**src/rtl/wishbone_rr_arbiter_n.sv**
```systemverilog
// N-master to one-slave Wishbone arbiter/mux with fixed-priority or round-robin selection.
// Define WB_ARB_TIMEOUT_EN to add a per-grant watchdog that errors a stalled strobe after TIMEOUT cycles.
module wishbone_rr_arbiter_n #(
    parameter int N       = 2,
    parameter int DW      = 16,
    parameter int AW      = 24,
    parameter int SW      = 2,
    parameter int MODE    = 0,
    parameter int TIMEOUT = 255
) (
    input  logic            i_clk,
    input  logic            i_rst,
    input  logic [N-1:0]    i_m_cyc,
    input  logic [N-1:0]    i_m_stb,
    input  logic [N-1:0]    i_m_we,
    input  logic [N*AW-1:0] i_m_adr,
    input  logic [N*DW-1:0] i_m_dat,
    input  logic [N*SW-1:0] i_m_sel,
    output logic [N-1:0]    o_m_ack,
    output logic [N-1:0]    o_m_err,
    output logic [N-1:0]    o_m_rty,
    output logic            o_wb_cyc,
    output logic            o_wb_stb,
    output logic            o_wb_we,
    output logic [AW-1:0]   o_wb_adr,
    output logic [DW-1:0]   o_wb_dat,
    output logic [SW-1:0]   o_wb_sel,
    input  logic            i_wb_ack,
    input  logic            i_wb_err,
    input  logic            i_wb_rty,
    output logic [N-1:0]    o_grant,
    output logic            o_busy
);

    localparam int IW = (N > 1) ? $clog2(N) : 1;

    typedef enum logic [0:0] {
        IDLE  = 1'b0,
        GRANT = 1'b1
    } state_t;

    state_t        state_r, state_s;
    logic [N-1:0]  grant_r, grant_s;
    logic [IW-1:0] ptr_r, ptr_s;
    logic [IW-1:0] owner_s;
    logic [IW-1:0] winner_s;
    int            rr_idx_s;
    logic          timeout_s;

    // Owner index decoded from the one-hot grant register.
    always_comb begin
        owner_s = '0;
        for (int k = 0; k < N; k++) begin
            owner_s = owner_s | (grant_r[k] ? IW'(k) : '0);
        end
    end

    // Winner selection; descending scan so the first match in priority order sticks.
    always_comb begin
        winner_s = '0;
        rr_idx_s = 0;
        if (MODE == 1) begin
            for (int i = N; i >= 1; i--) begin
                rr_idx_s = (int'(ptr_r) + i) % N;
                winner_s = i_m_cyc[rr_idx_s] ? IW'(rr_idx_s) : winner_s;
            end
        end else begin
            for (int k = N - 1; k >= 0; k--) begin
                winner_s = i_m_cyc[k] ? IW'(k) : winner_s;
            end
        end
    end

    // Next-state logic: grant is locked until the owner releases cyc.
    always_comb begin
        state_s = state_r;
        grant_s = grant_r;
        ptr_s   = ptr_r;
        case (state_r)
            IDLE: begin
                if (|i_m_cyc) begin
                    state_s = GRANT;
                    grant_s = N'(1) << winner_s;
                    ptr_s   = winner_s;
                end else begin
                    state_s = IDLE;
                end
            end
            GRANT: begin
                if (!i_m_cyc[owner_s]) begin
                    state_s = IDLE;
                    grant_s = '0;
                end else begin
                    state_s = GRANT;
                end
            end
            default: begin
                state_s = IDLE;
                grant_s = '0;
            end
        endcase
    end

    // State, grant and round-robin pointer registers.
    always_ff @(posedge i_clk) begin
        if (i_rst) begin
            state_r <= IDLE;
            grant_r <= '0;
            ptr_r   <= IW'(N - 1);
        end else begin
            state_r <= state_s;
            grant_r <= grant_s;
            ptr_r   <= ptr_s;
        end
    end

`ifdef WB_ARB_TIMEOUT_EN
    logic [7:0] tmo_cnt_r;

    assign timeout_s = (state_r == GRANT) && i_m_stb[owner_s] && (tmo_cnt_r == 8'(TIMEOUT));

    // Watchdog counts unanswered strobe cycles; the forced stb=0 on expiry clears it.
    always_ff @(posedge i_clk) begin
        if (i_rst) begin
            tmo_cnt_r <= 8'd0;
        end else if ((state_r == GRANT) && o_wb_stb && !(i_wb_ack || i_wb_err || i_wb_rty)) begin
            tmo_cnt_r <= tmo_cnt_r + 8'd1;
        end else begin
            tmo_cnt_r <= 8'd0;
        end
    end
`else
    assign timeout_s = 1'b0;
`endif

    // Slave-side mux and owner-only response routing.
    always_comb begin
        o_wb_cyc = 1'b0;
        o_wb_stb = 1'b0;
        o_wb_we  = 1'b0;
        o_wb_adr = '0;
        o_wb_dat = '0;
        o_wb_sel = '0;
        o_m_ack  = '0;
        o_m_err  = '0;
        o_m_rty  = '0;
        if (state_r == GRANT) begin
            o_wb_cyc = i_m_cyc[owner_s];
            o_wb_stb = i_m_stb[owner_s] & ~timeout_s;
            o_wb_we  = i_m_we[owner_s];
            o_wb_adr = i_m_adr[int'(owner_s) * AW +: AW];
            o_wb_dat = i_m_dat[int'(owner_s) * DW +: DW];
            o_wb_sel = i_m_sel[int'(owner_s) * SW +: SW];
            o_m_ack  = N'(i_wb_ack) << owner_s;
            o_m_err  = N'(i_wb_err | timeout_s) << owner_s;
            o_m_rty  = N'(i_wb_rty) << owner_s;
        end else begin
            o_wb_cyc = 1'b0;
        end
    end

    assign o_grant = grant_r;
    assign o_busy  = (state_r == GRANT);

endmodule
```
**config.mk**
```make
export PLATFORM = sky130hd
export DESIGN_NAME = wishbone_rr_arbiter_n
export DESIGN_NICKNAME = d
export VERILOG_FILES = /design/src/rtl/wishbone_rr_arbiter_n.sv
export SDC_FILE = /design/constraint.sdc
export NUM_CORES = 1
export LEC_CHECK = 0
export BUFFER_PORTS_ARGS = -buffer_cell sky130_fd_sc_hd__buf_4
export CAP_MARGIN = 5
export CORE_ASPECT_RATIO = 1.1
export CORE_MARGIN = 2
export CORE_UTILIZATION = 25
export CTS_CLUSTER_SIZE = 16
export DETAILED_ROUTE_END_ITERATION = 6
export GPL_ROUTABILITY_DRIVEN = 0
export HOLD_SLACK_MARGIN = 0.15
export PLACE_DENSITY = 0.73
export RECOVER_POWER = 50
export SYNTH_ARGS = -nofsm -noshare
export SYNTH_HDL_FRONTEND = slang
export SYNTH_SLANG_ARGS = --single-unit
```
**constraint.sdc**
```tcl
create_clock -name i_clk -period 1.79 [get_ports i_clk]
set_clock_uncertainty 0.05 [all_clocks]
set_input_delay 0.358 -clock i_clk [delete_from_list [all_inputs] [get_ports i_clk]]
set_output_delay 0.358 -clock i_clk [all_outputs]
set_load 0.01 [all_outputs]
```
==> flow_metrics.tcl, run 1 <==
set metrics [dict create \
    outcome "finished clean" \
    globalRoute.totalOverflow 0 \
    synth-seq-area-share_pct 6.091 \
    initial_utilization_pct 26.56 \
    numCtsBuffers 3 \
    r2r_slack_ns 0.64 \
    cts_tree "built" \
    htreeDepth 1 \
    fp.dieW_um 63.88 \
    path_delay_family "flip-flops" \
    hp-class "primary input to flop" \
    postCtsSetupBuffers 0 \
    core_um2 3712 \
    vias 1428 \
    cp-startpoint "o_grant[1]$_SDFFE_PP0P_" \
    wl_per_cell_um 11.81 \
    place_hpwl_um 3076 \
    fin_crit_ns 1.656 \
    synthDistinctLibCells 16 \
    layout.nets 370 \
    die_area_um2 4463 \
    clk_latency_ns 0.21 \
    ys_ff_latch 3 \
    internal-power_uw 499.2 \
    clockBufferDepth 2 \
    row_count 23 \
    crit_chain "buf_12 > mux2i_1 > nor2_1 > buf_4" \
    criticalPathCategory "flop to output port" \
    min-delay-start "i_rst" \
    setup_viol 0 \
    crit_required_ns 1.38 \
    wirelength_um 3826 \
    drt_iter0_drc 40 \
    cts-resized-gates 0 \
    maxSlewViolCount 0 \
    cts.sinks 3 \
    synth_area_per_cell_um2 7.584 \
    grt_usage_pct 15.83 \
    pwr_density_cell_nw_per_um2 366.9 \
    rsz0062_at_grt "no" \
    pin_count 149 \
    ir_drop_v 0.0003725 \
    worst_slew_pin_slew_ns 0.3417 \
    cts_root_buffer "clkbuf_8" \
    switching_power_uw 240.2 \
    power.leakage_nw 0.9886 \
    r2r-end "o_grant[0]$_SDFFE_PP0P_" \
    pwr-share-clk_pct 26.7 \
    startpoint_type "flop" \
    swShare_pct 32.49 \
    rr_startpoint "o_busy$_SDFF_PP0_" \
    r2r_cells 4 \
    via_per_inst 4.407 \
    cp-endpoint "o_wb_stb" \
    cp-end-kind "output port" \
    ys_warn_count 0 \
    cap_violations 0 \
    power_frac_seq_pct 10.3 \
    synth_cells 130 \
    diodes 0 \
    drt_pass1_iterations 4 \
    cp_max_fo 29 \
    grt_pass1_vias 1321 \
    syn_to_final_growth_pct 104.4 \
    finalCritPeriodShare_pct 92.49 \
    fmax_mhz 604.0 \
    cp.depth 4 \
    arrival_ns 1.25 \
    drive_above_1_share_pct 50.73 \
    critPathSlowestCell "dfxtp_2" \
    clk_pin_slew_worst_paths_ns 0.03 \
    cpPeakStageDelay_ns 0.36 \
    synth_fp_nets 225 \
    grt_pass1_wl_um 5940 \
    hold_viol_final 0 \
    antenna_found_initial 0 \
    slew_headroom_pct 77.22 \
    die_h_um 69.87 \
    whs_ns 0.2705 \
    cts_hold_buf 0 \
    grt_max_degree 30 \
    ant_nets 0 \
    share_comb_of_total_power_pct 63.1 \
    critPathBufInv 2 \
    finalSetupTns_ns 0 \
    drc 0 \
    port_buffers 148 \
    synth_area_um2 985.9 \
]
flip-flops by register name, indices dropped and copies added (netlist names):
register  count
o_grant       2
o_busy        1
synth_stat cells:
| cell | number | share of area [%] |
|---|---|---|
| buf_6 | 6 | 6.9 |
| and3_1 | 4 | 2.5 |
| a21oi_1 | 3 | 1.5 |
| nor2_1 | 49 | 19 |
| buf_4 | 2 | 1.5 |
| nor2b_1 | 1 | 0.63 |
| o21ai_1 | 3 | 1.5 |
| buf_12 | 4 | 8.1 |
| nor3_2 | 1 | 1.0 |
| dfxtp_1 | 3 | 6.1 |
| and2_1 | 4 | 2.5 |
| buf_8 | 1 | 1.5 |
| nand2_1 | 2 | 0.76 |
| nand2b_1 | 1 | 0.63 |
| inv_2 | 1 | 0.38 |
| mux2i_1 | 45 | 46 |
kinds of logic (layout without fill, tap and decap cells):
group                  Yosys count  count (layout)  share of synthesized area, %
AOI/OAI and AO/OA                6               6                         3.045
buffers and inverters           14             158                         18.40
DFF                              3               3                         6.092
muxes                           45              45                         45.69
and+or+nand+nor                 62              62                         26.78
power groups by stage:
| stage | Clock, mW | Sequential, mW | Combinational [mW] |
|---|---|---|---|
| after global placement | 0 | 0.0767 | 0.485 |
| after floorplan | 0 | 0.0769 | 0.230 |
| after CTS | 0.201 | 0.0761 | 0.494 |
| final | 0.197 | 0.0759 | 0.466 |
| after global routing | 0.207 | 0.0766 | 0.509 |
| after detailed placement | 0 | 0.0771 | 0.492 |
placed cells by master, fill, tap and decap left out, types with 2 or more instances in the layout:
cell	instances
o21ai_1	2
clkbuf_1	21
clkbuf_8	3
a21oi_1	3
mux2i_1	45
buf_12	2
and2_0	3
nor2_1	49
buf_4	131
and3_1	4
nand2_1	2
dfxtp_1	2
layer usage:
metal	routed length [µm]	GRT usage, %	vias to the layer above
met2	1926	29.51	91
met5	0	0	-
met3	485	4.670	2
met1	1392	16.63	615
li1	-	-	720
met4	23	5.072	0
per-stage QoR:
stage               cell area [µm²]  power (mW)  setup WS (ns)  util (%)  cells
finish                         2016      0.7395         0.1345     54.30    324
global route                   2016      0.7926       0.003848     54.30    324
CTS                            2091      0.7713        0.08105     56.32    324
detailed placement             2046      0.5688         0.3054     55.11    320
global placement               2046      0.5613         0.3496     55.11    320
floorplan                     985.9      0.3069         0.3944         -    130
worst min-delay path by stage:
stage | to | slack (ns) | cells after the start
final | o_grant[1]$_SDFFE_PP0P_ | 0.27 | 2
after global routing | o_grant[1]$_SDFFE_PP0P_ | 0.27 | 2
after CTS | o_grant[1]$_SDFFE_PP0P_ | 0.27 | 2
after detailed placement | o_grant[0]$_SDFFE_PP0P_ | 0.45 | 2
after global placement | o_grant[0]$_SDFFE_PP0P_ | 0.43 | 2
after floorplan | o_grant[0]$_SDFFE_PP0P_ | 0.38 | 1
area by class of cell:
class,count,area (µm²)
fill,379,1697
sequential,3,61.31
inverter,1,3.754
clock buffer,4,45.04
tap,50,62.56
multi-input combinational,113,744.5
timing repair buffer,153,1099
(Power assumes the default switching activity.)
==> inputs of run 2 (changes only) <==
--- a/config.mk
+++ b/config.mk
@@ -9,12 +9,11 @@
 export CAP_MARGIN = 5
 export CORE_ASPECT_RATIO = 1.1
 export CORE_MARGIN = 2
-export CORE_UTILIZATION = 25
+export CORE_UTILIZATION = 30
 export CTS_CLUSTER_SIZE = 16
 export DETAILED_ROUTE_END_ITERATION = 6
-export GPL_ROUTABILITY_DRIVEN = 0
 export HOLD_SLACK_MARGIN = 0.15
-export PLACE_DENSITY = 0.73
+export PLACE_DENSITY = 0.84
 export RECOVER_POWER = 50
 export SYNTH_ARGS = -nofsm -noshare
 export SYNTH_HDL_FRONTEND = slang
==> constraint.sdc (replaced) <==
create_clock -name i_clk -period 1.55 [get_ports i_clk]
set_clock_uncertainty 0.05 [all_clocks]
set_input_delay 0.31 -clock i_clk [delete_from_list [all_inputs] [get_ports i_clk]]
set_output_delay 0.31 -clock i_clk [all_outputs]
set_load 0.01 [all_outputs]
==> run 2 against run 1 <==
  * The run now ends with DRC, setup timing left
  * Sequential share of layout area is essentially flat
  * Combinational power is 22% higher
  * Final cell count fell by 4.6%
  * Setup slack got worse by 0.20 ns
  * Register-to-register slack got worse by 0.28 ns
  * Power increased by 7.8%
  * Worst hold slack worse by 0.055 ns
  * Sequential cell count did not move
  * Global-route usage up 3.2 points
  * Wire length increased by 2.4%
==> flow_metrics.tcl, run 2 (same netlist as run 1, synthesis figures left out) <==
set metrics [dict create \
    port_buffers 148 \
    place_hpwl_um 3260 \
    drc 11 \
    fin_crit_ns 1.615 \
    layout.nets 371 \
    cp-end-kind "output port" \
    initial_utilization_pct 31.80 \
    die_h_um 64.13 \
    criticalPathCategory "flop to output port" \
    hold_viol_final 0 \
    grt_pass1_vias 1442 \
    dp.cells 305 \
    cap_violations 0 \
    drt_iter0_drc 45 \
    clk_latency_ns 0.23 \
    routabilityCongestion 0.7495 \
    hp-class "primary input to flop" \
    setup_viol 27 \
    postCtsSetupBuffers 0 \
    setup_slack_ns -0.06539 \
    r2r_slack_ns 0.36 \
    grt_usage_pct 19.07 \
    largest_reg_flops 2 \
    ant_nets 0 \
    core_um2 3100 \
    fmax_mhz 619.0 \
    drive_above_1_share_pct 58.18 \
    clk_pin_slew_worst_paths_ns 0.04 \
    dpl_worst_slack_ns 0.1555 \
    violations "DRC, setup timing" \
    vias 1448 \
    grt_max_degree 27 \
    finalCritPeriodShare_pct 104.2 \
    drt_pass1_iterations 6 \
    globalRoute.totalOverflow 0 \
    clockBufferDepth 2 \
    slew_headroom_pct 75.49 \
    min_to "o_grant[1]$_SDFFE_PP0P_" \
    wirelength_um 3917 \
    fp.dieW_um 58.66 \
    power.leakage_nw 1.067 \
    r2r-end "o_grant[0]$_SDFFE_PP0P_" \
    cp_max_fo 17 \
    outcome "complete, but fails checks" \
    utilization_pct 66.87 \
    pin_count 149 \
    fin_cells 309 \
    numCtsBuffers 3 \
    power.total_uw 796.8 \
    syn_to_final_growth_pct 110.3 \
    r2r_cells 4 \
    via_per_inst 4.686 \
    crit_required_ns 1.19 \
    whs_ns 0.2156 \
    cts_tree "built" \
    finalSetupTns_ns -0.6656 \
    row_count 21 \
    diodes 0 \
    die_area_um2 3762 \
    maxSlewViolCount 0 \
    arrival_ns 1.26 \
    final_cell_mix "149 x buf_4, 48 x nor2_1, 44 x mux2i_1" \
    worst_slew_pin_slew_ns 0.3676 \
    pwr_density_cell_nw_per_um2 384.3 \
    cts.sinks 3 \
    cts_root_buffer "clkbuf_4" \
    holdPathStages 2 \
    htreeDepth 1 \
    min-delay-start "i_rst" \
    rr_startpoint "o_busy$_SDFF_PP0_" \
    rsz0062_at_grt "yes" \
    ir_drop_v 0.0002717 \
    startpoint_type "flop" \
    wl_per_cell_um 12.68 \
    grt_pass1_wl_um 5830 \
    nFillCells 289 \
    fin_area_um2 2073 \
    mostFrequentLayoutCell "buf_4" \
    antenna_found_initial 0 \
    postPlaceCellArea_um2 2033 \
]
run 2: cell types whose count changed in the layout (fill, tap and decap cells not counted), moves of 3 or more:
cell,previous run,this run
and2_0,3,0
clkbuf_1,21,3
clkbuf_8,3,0
clkbuf_4,0,3
buf_4,131,149
and2_1,1,4
run 2: layout make-up:
class | count | area [µm²] | share of cell area (%)
Multi-Input combinational cell | 113 | 750.7 | 36.21
Sequential cell | 3 | 63.81 | 3.078
Clock buffer | 4 | 26.28 | 1.267
Timing Repair Buffer | 154 | 1186 | 57.21
Inverter | 1 | 3.754 | 0.1810
Tap cell | 34 | 42.54 | 2.052
run 2: critical path, stage by stage (launching register included):
cell and delay (ns):
dfxtp_4 0.38, buf_12 0.18, mux2i_2 0.23, nor2_1 0.07
buf_4 0.15
run 2: worst max path at each step:
stage	startpoint	endpoint	slack, ns	depth (start not counted)
5_1_grt	o_grant[1]$_SDFFE_PP0P_	o_wb_dat[12]	-0.12	4
3_5_place_dp	o_grant[1]$_SDFFE_PP0P_	o_wb_dat[0]	0.16	4
6_report	o_grant[1]$_SDFFE_PP0P_	o_wb_adr[15]	-0.07	4
3_3_place_gp	o_grant[1]$_SDFFE_PP0P_	o_wb_dat[8]	0.18	4
2_1_floorplan	o_busy$_SDFF_PP0_	o_wb_adr[0]	0.20	5
4_1_cts	o_grant[1]$_SDFFE_PP0P_	o_wb_adr[15]	-0.08	4
run 2: per-layer routing:
| metal | up-vias | GRT usage (%) | wire length [µm] |
|---|---|---|---|
| met5 | - | 0 | 0 |
| met2 | 88 | 40.59 | 2138 |
| met4 | 0 | 5.398 | 40 |
| met3 | 4 | 3.644 | 499 |
| met1 | 633 | 17.03 | 1239 |
| li1 | 723 | - | - |
run 2: what timing repair did:
item | 4_1_cts | 5_1_grt
hold buffers | 0 | 0
setup endpoints to repair | 48 | 48
gates resized for setup | 4 | 2
run 2: report_power, final:
| part | switching, mW | leakage [nW] | internal [mW] |
|---|---|---|---|
| clock | 0.0442 | 0.0150 | 0.0967 |
| sequential | 0.00571 | 0.0256 | 0.0822 |
| combinational | 0.223 | 1.03 | 0.345 |
| total | 0.273 | 1.07 | 0.524 |
==> inputs of run 3 (changes only) <==
--- a/config.mk
+++ b/config.mk
@@ -12,6 +12,7 @@
 export CORE_UTILIZATION = 30
 export CTS_CLUSTER_SIZE = 16
 export DETAILED_ROUTE_END_ITERATION = 6
+export GPL_TIMING_DRIVEN = 0
 export HOLD_SLACK_MARGIN = 0.15
 export PLACE_DENSITY = 0.84
 export RECOVER_POWER = 50
==> run 3 against run 2 <==
  * The flow still finishes with violations (DRC, setup timing)
  * Register-to-register slack about the same
  * Global-route usage increased by 1.7 points
  * Power increased by 12%
  * Setup slack got worse by 0.043 ns
  * Fmax decreased by 2.6%
  * Non-clock buffer count increased by 14
  * Count of clock-buffer cells in the layout unchanged
  * First-iteration DRC count decreased by 40%
  * Via count increased by 6.3%
  * Cell area increased by 13%
  * Die area unchanged
  * Final cell count increased by 4.5%
  * Largest power group unchanged
  * Highest routed layer unchanged
==> flow_metrics.tcl, run 3 (same netlist as run 1, synthesis figures left out) <==
set metrics [dict create \
    drc 11 \
    cts_root_buffer "clkbuf_4" \
    initial_utilization_pct 31.80 \
    syn_to_final_growth_pct 136.8 \
    crit_required_ns 1.19 \
    largest_reg_flops 2 \
    layout.nets 385 \
    rr_startpoint "o_grant[1]$_SDFFE_PP0P_" \
    grt_pass1_wl_um 6272 \
    numCtsBuffers 3 \
    rsz0062_at_grt "yes" \
    violations "DRC, setup timing" \
    cp_max_fo 7 \
    arrival_ns 1.30 \
    clk_latency_ns 0.24 \
    fin_crit_ns 1.658 \
    via_per_inst 4.765 \
    htreeDepth 1 \
    fmax_mhz 603.0 \
    wl_per_cell_um 13.24 \
    fp.dieW_um 58.66 \
    cp-startpoint "o_grant[1]$_SDFFE_PP0P_" \
    core_um2 3100 \
    port_buffers 148 \
    holdPathStages 2 \
    ir_drop_v 0.0003895 \
    wirelength_um 4275 \
    grt_usage_pct 20.81 \
    maxSlewViolCount 0 \
    grt_pass1_vias 1466 \
    cp-end-kind "output port" \
    cap_violations 0 \
    finalSetupTns_ns -3.605 \
    outcome "complete, but fails checks" \
    final_cell_mix "150 x buf_4, 48 x nor2_1, 40 x mux2i_1" \
    row_count 21 \
    min-delay-start "i_rst" \
    hold_viol_final 0 \
    finalCritPeriodShare_pct 107.0 \
    clockBufferDepth 2 \
    drive_above_1_share_pct 63.67 \
    globalRoute.totalOverflow 0 \
    drt_iter0_drc 27 \
    vias 1539 \
    routabilityCongestion 0.7251 \
    hp-class "primary input to flop" \
    grt_util_met1_pct 20.37 \
    top_usage_layer "met2" \
    cts_hold_buf 0 \
    die_h_um 64.13 \
    diodes 0 \
    ant_nets 0 \
    setup_viol 51 \
    nFillCells 258 \
    dpl_worst_slack_ns 0.08059 \
    mostFrequentLayoutCell "buf_4" \
    use_met3_pct 5.061 \
    power.leakage_nw 1.176 \
    cts_tree "built" \
    setup_slack_ns -0.1083 \
    die_area_um2 3762 \
    worst_slew_pin_slew_ns 0.1790 \
    pin_count 149 \
    drt_pass1_iterations 6 \
    grtUsageMet2_pct 41.01 \
    slew_headroom_pct 87.73 \
    r2r_cells 5 \
    pwr_density_cell_nw_per_um2 382.9 \
    place_hpwl_um 3363 \
    clk_pin_slew_worst_paths_ns 0.04 \
    cts.sinks 3 \
    antenna_found_initial 0 \
    grt_max_degree 11 \
    startpoint_type "flop" \
    criticalPathCategory "flop to output port" \
]
run 3: where the power goes:
part	internal (mW)	leakage, nW	switching [mW]
combinational	0.410	1.14	0.251
sequential	0.0832	0.0253	0.00467
clock	0.0970	0.0150	0.0483
run 3: metal layers:
layer	vias to the layer above	share of wire [%]
li1	756	-
met1	689	32
met2	90	55
met3	4	12
met4	0	0.80
met5	-	0
run 3: worst paths after layout:
| check | endpoint | slack [ns] |
|---|---|---|
| worst max-delay path | o_wb_dat[15] | -0.11 |
| worst min register to register | o_grant[0]$_SDFFE_PP0P_ | 0.48 |
| worst max register to register | o_busy$_SDFF_PP0_ | 0.36 |
| worst min-delay path | o_grant[1]$_SDFFE_PP0P_ | 0.20 |
run 3: cell type report:
cell class | instances | area [µm²] | area share, %
clock buffer | 4 | 26.28 | 1.125
multi-input combinational | 113 | 808.3 | 34.62
tap | 34 | 42.54 | 1.822
buffer | 13 | 197.7 | 8.467
sequential | 3 | 61.31 | 2.626
timing repair buffer | 155 | 1195 | 51.18
inverter | 1 | 3.754 | 0.1608
run 3: worst max-delay path, stage by stage (launching register included):
cell and delay, ns:
dfxtp_2 0.35, buf_12 0.15, buf_16 0.12, mux2i_1 0.22, nor2_1 0.07, buf_4 0.14
run 3: stage by stage:
stage                     hold slack, ns  util [%]  total power [mW]  instance area (µm²)  instances
after floorplan                   0.3291         -            0.3544                985.9        130
after global routing              0.2045     75.30            0.9435                 2335        323
after detailed placement          0.4316     69.01            0.6957                 2140        312
final                             0.1983     75.30            0.8940                 2335        323
after global placement            0.4337     69.01            0.6844                 2140        312
after CTS                         0.2014     73.61            0.8749                 2282        322
run 3: timing repair:
action | in CTS | in global routing
endpoints found under the setup margin | 48 | 51
setup buffers | 5 | 1
gates resized for setup | 16 | 10
pin swaps | 2 | 2
gates cloned | 1 | 0
